File: config.mk
export PLATFORM = sky130hd
export DESIGN_NAME = stage_if
export DESIGN_NICKNAME = d
export VERILOG_FILES = /design/src/rtl/stage_if_pkg.sv /design/src/rtl/stage_if.sv
export SDC_FILE = /design/constraint.sdc
export NUM_CORES = 1
export LEC_CHECK = 0
export CAP_MARGIN = 40
export CORE_MARGIN = 8
export CORE_UTILIZATION = 46
export CTS_BUF_LIST = sky130_fd_sc_hd__clkbuf_4
export CTS_CLUSTER_DIAMETER = 100
export DETAILED_ROUTE_END_ITERATION = 8
export PLACE_DENSITY = 0.82
export SYNTH_ARGS = -nofsm -noshare
export SYNTH_HDL_FRONTEND = slang
export SYNTH_SLANG_ARGS = --single-unit
File: constraint.sdc
create_clock -name clk -period 3.7 [get_ports clk]
set_input_delay 0.37 -clock clk [delete_from_list [all_inputs] [get_ports clk]]
set_output_delay 0.37 -clock clk [all_outputs]
set_load 0.01 [all_outputs]
File: src/rtl/stage_if_pkg.sv
// Shared definitions for the turbo RV32 instruction-fetch stage.
// - state_t            : one-hot fetch FSM encodings
// - RESET_PC_DEFAULT   : default first fetch address after reset
// - NOP                : canonical RV32 no-op (addi x0,x0,0)
package stage_if_pkg;

  typedef enum logic [3:0] {
    S_INIT = 4'h1,
    S_IF   = 4'h2,
    S_IW   = 4'h4,
    S_DLV  = 4'h8
  } state_t;

  localparam logic [31:0] RESET_PC_DEFAULT = 32'h0000_0000;
  localparam logic [31:0] NOP              = 32'h0000_0013;

endpackage

File: src/rtl/stage_if.sv
// Instruction-fetch stage: producer side of the IF->ID interface.
// Issues one fetch at a time to instruction memory, holds the returned word
// until ID consumes it, and redirects on branch feedback from later stages.
// Ports:
//   clk, rst                     clock, asynchronous active-high reset
//   PC, Inst_Req_Valid           fetch request address / valid to inst memory
//   Inst_Req_Ready               inst memory accepts the request
//   Instruction, Inst_Valid      fetch response word / valid
//   Inst_Ready                   stage accepts the response
//   Inst_O, PC_O, Done_O         instruction, its PC and valid flag to ID
//   Branch_Target                redirect address (low two bits ignored)
//   Feedback_Branch              redirect: squash in-flight fetch/delivery
//   Feedback_Mem_Acc             ID frozen: delivery not consumed this cycle
module stage_if
  import stage_if_pkg::*;
#(
  parameter logic [31:0] RESET_PC = RESET_PC_DEFAULT
) (
  input  logic        clk,
  input  logic        rst,
  output logic [31:0] PC,
  output logic        Inst_Req_Valid,
  input  logic        Inst_Req_Ready,
  input  logic [31:0] Instruction,
  input  logic        Inst_Valid,
  output logic        Inst_Ready,
  output logic [31:0] Inst_O,
  output logic [31:0] PC_O,
  output logic        Done_O,
  input  logic [31:0] Branch_Target,
  input  logic        Feedback_Branch,
  input  logic        Feedback_Mem_Acc
);

  state_t      r_state;
  state_t      w_state_nxt;
  logic [31:0] r_pc;
  logic [31:0] w_pc_nxt;
  logic [31:0] r_inst;
  logic [31:0] r_pc_o;
  logic        r_kill;
  logic        w_kill_nxt;
  logic        w_latch;
  logic [31:0] w_target;

  assign w_target = {Branch_Target[31:2], 2'b00};

  always_comb begin
    w_state_nxt = r_state;
    w_pc_nxt    = r_pc;
    w_kill_nxt  = r_kill;
    w_latch     = 1'b0;
    unique case (r_state)
      S_INIT: w_state_nxt = S_IF;
      S_IF: begin
        if (Feedback_Branch) begin
          w_pc_nxt = w_target;
          // Request for the old PC is accepted this same edge: its response
          // is still owed and must be swallowed.
          if (Inst_Req_Ready) w_kill_nxt = 1'b1;
        end
        if (Inst_Req_Ready) w_state_nxt = S_IW;
      end
      S_IW: begin
        if (Feedback_Branch) w_pc_nxt = w_target;
        if (Inst_Valid) begin
          w_kill_nxt = 1'b0;
          if (r_kill || Feedback_Branch) begin
            w_state_nxt = S_IF;
          end else begin
            w_latch     = 1'b1;
            w_state_nxt = S_DLV;
          end
        end else if (Feedback_Branch) begin
          w_kill_nxt = 1'b1;
        end
      end
      S_DLV: begin
        if (Feedback_Branch) begin
          w_pc_nxt    = w_target;
          w_state_nxt = S_IF;
        end else if (!Feedback_Mem_Acc) begin
          w_pc_nxt    = r_pc + 32'd4;
          w_state_nxt = S_IF;
        end
      end
      default: begin
        w_state_nxt = S_INIT;
        w_kill_nxt  = 1'b0;
      end
    endcase
  end

  always_ff @(posedge clk or posedge rst) begin
    if (rst) begin
      r_state <= S_INIT;
      r_pc    <= RESET_PC;
      r_inst  <= '0;
      r_pc_o  <= '0;
      r_kill  <= 1'b0;
    end else begin
      r_state <= w_state_nxt;
      r_pc    <= w_pc_nxt;
      r_kill  <= w_kill_nxt;
      if (w_latch) begin
        r_inst <= Instruction;
        r_pc_o <= r_pc;
      end
    end
  end

  assign PC             = r_pc;
  assign Inst_Req_Valid = (r_state == S_IF);
  assign Inst_Ready     = (r_state == S_IW);
  assign Done_O         = (r_state == S_DLV);
  assign Inst_O         = r_inst;
  assign PC_O           = r_pc_o;

endmodule
# After elaboration in Yosys (flattened, before gate mapping)

Index checks and enable logic that the tools add are counted.

Register bits: 101
Bits of input ports: 70
Output and inout port bits: 99
Logic and storage cells: 42

$add $sub $neg: 1
Equality and inequality tests: 10
Multiplexer cells: 18
Bitwise gates (word level): 1
Reduce and logical (&&, ||, !) cells: 7

Operator list:

| operator                                                               | count |
|---|---|
| 32-bit 2-to-1 mux                                                      | 3 |
| 32-bit case mux with 2 select lines                                    | 1 |
| 32-bit by 3-bit adder with 32-bit output (second input constant)       | 1 |
| 4-bit 2-to-1 mux                                                       | 5 |
| 4-bit case mux with 4 select lines                                     | 1 |
| 1-bit 2-to-1 mux                                                       | 7 |
| 2-bit by 1-bit != test with 1-bit output (second input constant)       | 3 |
| 3-bit AND reduction                                                    | 2 |
| 4-bit by 1-bit equality test with 1-bit output (second input constant) | 1 |
| 4-bit by 2-bit equality test with 1-bit output (second input constant) | 1 |
| 4-bit by 3-bit equality test with 1-bit output (second input constant) | 1 |
| 4-bit equality test (second input constant)                            | 1 |
| 4-bit AND reduction                                                    | 1 |
| 2-bit OR reduction                                                     | 2 |
| 3-bit by 2-bit != test with 1-bit output (second input constant)       | 1 |
| 3-bit != test (second input constant)                                  | 1 |
| 1-bit case mux with 3 select lines                                     | 1 |
| 2-bit != test (second input constant)                                  | 1 |
| 2-bit nonzero test                                                     | 1 |
| 1-bit logical OR                                                       | 1 |
| 1-bit inverter                                                         | 1 |

# Longest topological paths before layout

Word-level depth: 4
Depth in mapped cells: 8
Mapped depth without buffers: 6

# Worst setup path after synthesis

Ideal clock, no wire load.

Path kind: register to register
Start point: register r_pc[2] (netlist: PC[2])
End point: register r_pc[22] (netlist: PC[22])
Arrival time: 1.800 ns
Data required time: 3.621 ns
Slack: 1.821 ns
Cell stages (with the launch flop): 7
Buffers on the path: 0
Cell sequence: dfrtp_1 -> ha_1 -> nand3_1 -> nor4_1 -> nand3_1 -> a21oi_1 -> a2bb2oi_1

Longest elaborated chain between the ends: 4

Ends and longest elaborated chain:

| what                                     | RTL line        | source |
|---|---|---|
| from (decl)                              | stage_if.sv:37  | `logic [31:0] r_pc;` |
| from (signal assigned)                   | stage_if.sv:103 | `r_pc <= w_pc_nxt;` |
| 32-bit by 3-bit adder with 32-bit output | stage_if.sv:83  | `w_pc_nxt = r_pc + 32'd4;` |
| 32-bit 2-to-1 mux                        | stage_if.sv:82  | `end else if (!Feedback_Mem_Acc) begin` |
| 32-bit 2-to-1 mux                        | stage_if.sv:79  | `if (Feedback_Branch) begin` |
| 32-bit case mux with 2 select lines      | stage_if.sv:53  | `unique case (r_state)` |

No other way between the ends. The select of a mux whose other input is x is not followed.
A chain may end at the register's enable or synchronous reset.

# Worst setup path after layout

Start point: register r_state[2]
End point: output port Inst_Ready

Longest elaborated chain between the ends: 1

Ends and longest elaborated chain:

| what                                           | RTL line        | source |
|---|---|---|
| from (decl)                                    | stage_if.sv:35  | `state_t r_state;` |
| from (signal assigned)                         | stage_if.sv:102 | `r_state <= w_state_nxt;` |
| 4-bit by 3-bit equality test with 1-bit output | stage_if.sv:114 | `assign Inst_Ready = (r_state == S_IW);` |
| to (decl)                                      | stage_if.sv:26  | `output logic Inst_Ready,` |

No other way between the ends.

==> results.cfg <==
[yosys]
synth.avg_cell_area_sq_um = 10.9
yosysMostFrequentCell = dfrtp_1
synth_area_sq_mm = 0.00462
synthCells = 424
synthArstFlopShare_pct = 100
yosysTopAreaCell = dfrtp_1
synth-seq-cells = 97
synth_area_leaders = dfrtp_1 (52%), mux2_2 (15%), a21oi_1 (3.6%)
synth_top_area_share_pct = 51.9
yosysWarnings = 0
netlist_top_cells_count = dfrtp_1 (96), mux2_2 (60), a21oi_1 (33)
synthFlopType = dfrtp_1
ys_seq_area_share_pct = 52.5
synth_enable_flop_cells = 0
synth.distinct_cells = 58

[floorplanning]
start_util_pct = 47.3
dieHeight_microns = 116
coreArea_sq_mm = 0.00977
num_rows = 36
dieArea_sq_mm = 0.0135
die_x_microns = 116
ios = 169

[timing]
relSlewSlack_pct = 41.1
tightest_slew_ps = 884
min_period_ps = 2470
max_freq_ghz = 0.404
rsz0062_at_grt = false
tns_ps = 0
slew_viol_final = 0
finalCritPeriodShare_pct = 66.9
finClkSkew_ps = 16.0
setup_violations = 0
hold_violations = 0

[global_routing]
grt_pass1_wl_mm = 20.8
gr-usage-all-layers_pct = 19.7
overflow = 0
grt_max_degree = 48
antenna_found_initial = 0
grt_pass1_vias = 4004

[finish]
final_area_sq_mm = 0.00653
area_growth_pct = 41.3
n_antenna_cell = 0
layoutNonFillerInstCount = 710
drive_gt1_share_pct = 15.9
fin_nets = 643

[clocking]
insertion_delay_ps = 440
cts_max_path_buffers = 2
cts_buffers = 9
cts_resized = 0
cts_sinks = 97
post-cts-setup-buffers = 0
holdBufCountCts = 0
cts_tree = done
cts_max_level = 3
clk_pin_slew_ps = 150
cts-root-buf = clkbuf_4

[route]
wl_mm = 13.2
ant_nets = 0
via_per_inst = 5.63
vias = 3999
drtIter0Drc = 228
remaining_drc_errors = 0
wl_per_cell_microns = 18.6
drtPass1Iterations = 6

[pwr]
p_comb_share_pct = 41.2
p_int_mw = 2.85
power_density_mw_per_mm2 = 676
p_clk_share_pct = 15.8
ir_drop_uv = 264
power.share.sequential_pct = 43.0
p_leak_nw = 2.75
p_sw_share_pct = 35.5
p_switching_mw = 1.57

[setup_path]
startpoint_type = flip-flop
worstPathRequired_ps = 3330
crit_path_cell_trace = nor4b_4 -> clkdlybuf4s50_1
crit_slowest_cell = clkdlybuf4s50_1
path_buf_inv = 1
rrSetupSlack_ps = 1300
end_kind = primary output
crit_family = buffers and inverters
crit_fanout = 11
slowest_delay_ps = 620
crit_arrival_ps = 2100
path_class = reg -> out

[place]
place_congestion = 0.830
io_buffers = 162
dp_hpwl_mm = 9.97
dpl-instance-area_sq_mm = 0.00635
dp_cells = 694

[status]
status = finished, final reports clean

[hold_path]
min_path_type = in -> async

[flow_run]
drv_cap = 0
[layout make-up]
| type | count | area, sq um |
|---|---|---|
| Clock buffer | 10 | 75.1 |
| Tap cell | 133 | 166 |
| Sequential cell | 97 | 2430 |
| Inverter | 4 | 17.5 |
| Clock inverter | 6 | 106 |
| Fill cell | 766 | 3240 |
| Timing Repair Buffer | 169 | 1690 |
| Multi-Input combinational cell | 291 | 2050 |
[worst register-to-register path: cells and delay by family, from the launching register on]
kind | cells | cell delay [ps]
flip-flops | 1 | 510
AND/OR/NAND/NOR | 4 | 1850
[flip-flops by register name, indices dropped and copies added (netlist names)]
name / count
r_state: 4
r_kill: 1
PC_O: 30
Inst_O: 32
PC: 30
[placed cells by master (no fill, tap or decap), types with 4 or more instances in the layout]
cell and instances:
o22ai_1 7, dfrtp_1 96, a2bb2oi_1 4, nor3_1 5
nand2_1 31, o21ai_0 21, clkbuf_4 10, nand3_1 21
conb_1 4, and3_1 4, buf_4 6, mux2_2 60
nand4_1 13, clkdlybuf4s50_1 162, a31oi_1 6, a21oi_1 32
nor2_1 20, nor4_1 6
[metrics by stage]
stage	total power [mW]	hold slack (ps)	setup WS [ps]	utilization [%]
2_1_floorplan	2.66	476	798	-
3_3_place_gp	3.66	464	1040	64.8
3_5_place_dp	3.75	475	991	65.0
4_1_cts	4.45	330	1190	66.8
5_1_grt	4.68	356	1090	66.8
6_report	4.42	335	1230	66.8
[final timing paths]
kind                                              from                    end  cells after the start
worst max-delay path            r_state[2]$_DFFE_PP0P_             Inst_Ready                      2
worst min-delay path                               rst  Inst_O[2]$_DFFE_PP0P_                      2
worst max register to register  r_state[1]$_DFFE_PP0P_     PC[26]$_DFFE_PP0P_                      4
worst min register to register    PC_O[29]$_DFFE_PP0P_   PC_O[29]$_DFFE_PP0P_                      2
max in group asynchronous                          rst  Inst_O[8]$_DFFE_PP0P_                      4
min in group clk                      Branch_Target[2]      PC[2]$_DFFE_PP0P_                      3
[logic make-up after synthesis]
kind of cell	after synthesis	synth area share, %
buffers and inverters	39	4.03
muxes	62	15.0
DFF	97	52.5
AOI/OAI and AO/OA	102	14.0
adders and majority gates	1	0.271
other	1	0.0811
and+or+nand+nor	122	14.0
[power groups by stage]
stage               clock network (mW)  registers (mW)  logic (mW)
finish                           0.698            1.90        1.82
global placement                     0            1.88        1.78
detailed placement                   0            1.92        1.84
CTS                              0.713            1.89        1.85
global route                     0.758            1.96        1.96
floorplan                            0            1.94       0.719
[per-layer routing]
metal	up-vias	wire [microns]	track usage [%]
li1	1854	-	-
met5	-	0	0
met1	1945	5130	22.9
met2	185	6560	33.2
met4	0	192	7.52
met3	15	1320	6.36
Power figures use the tool's default switching activity.
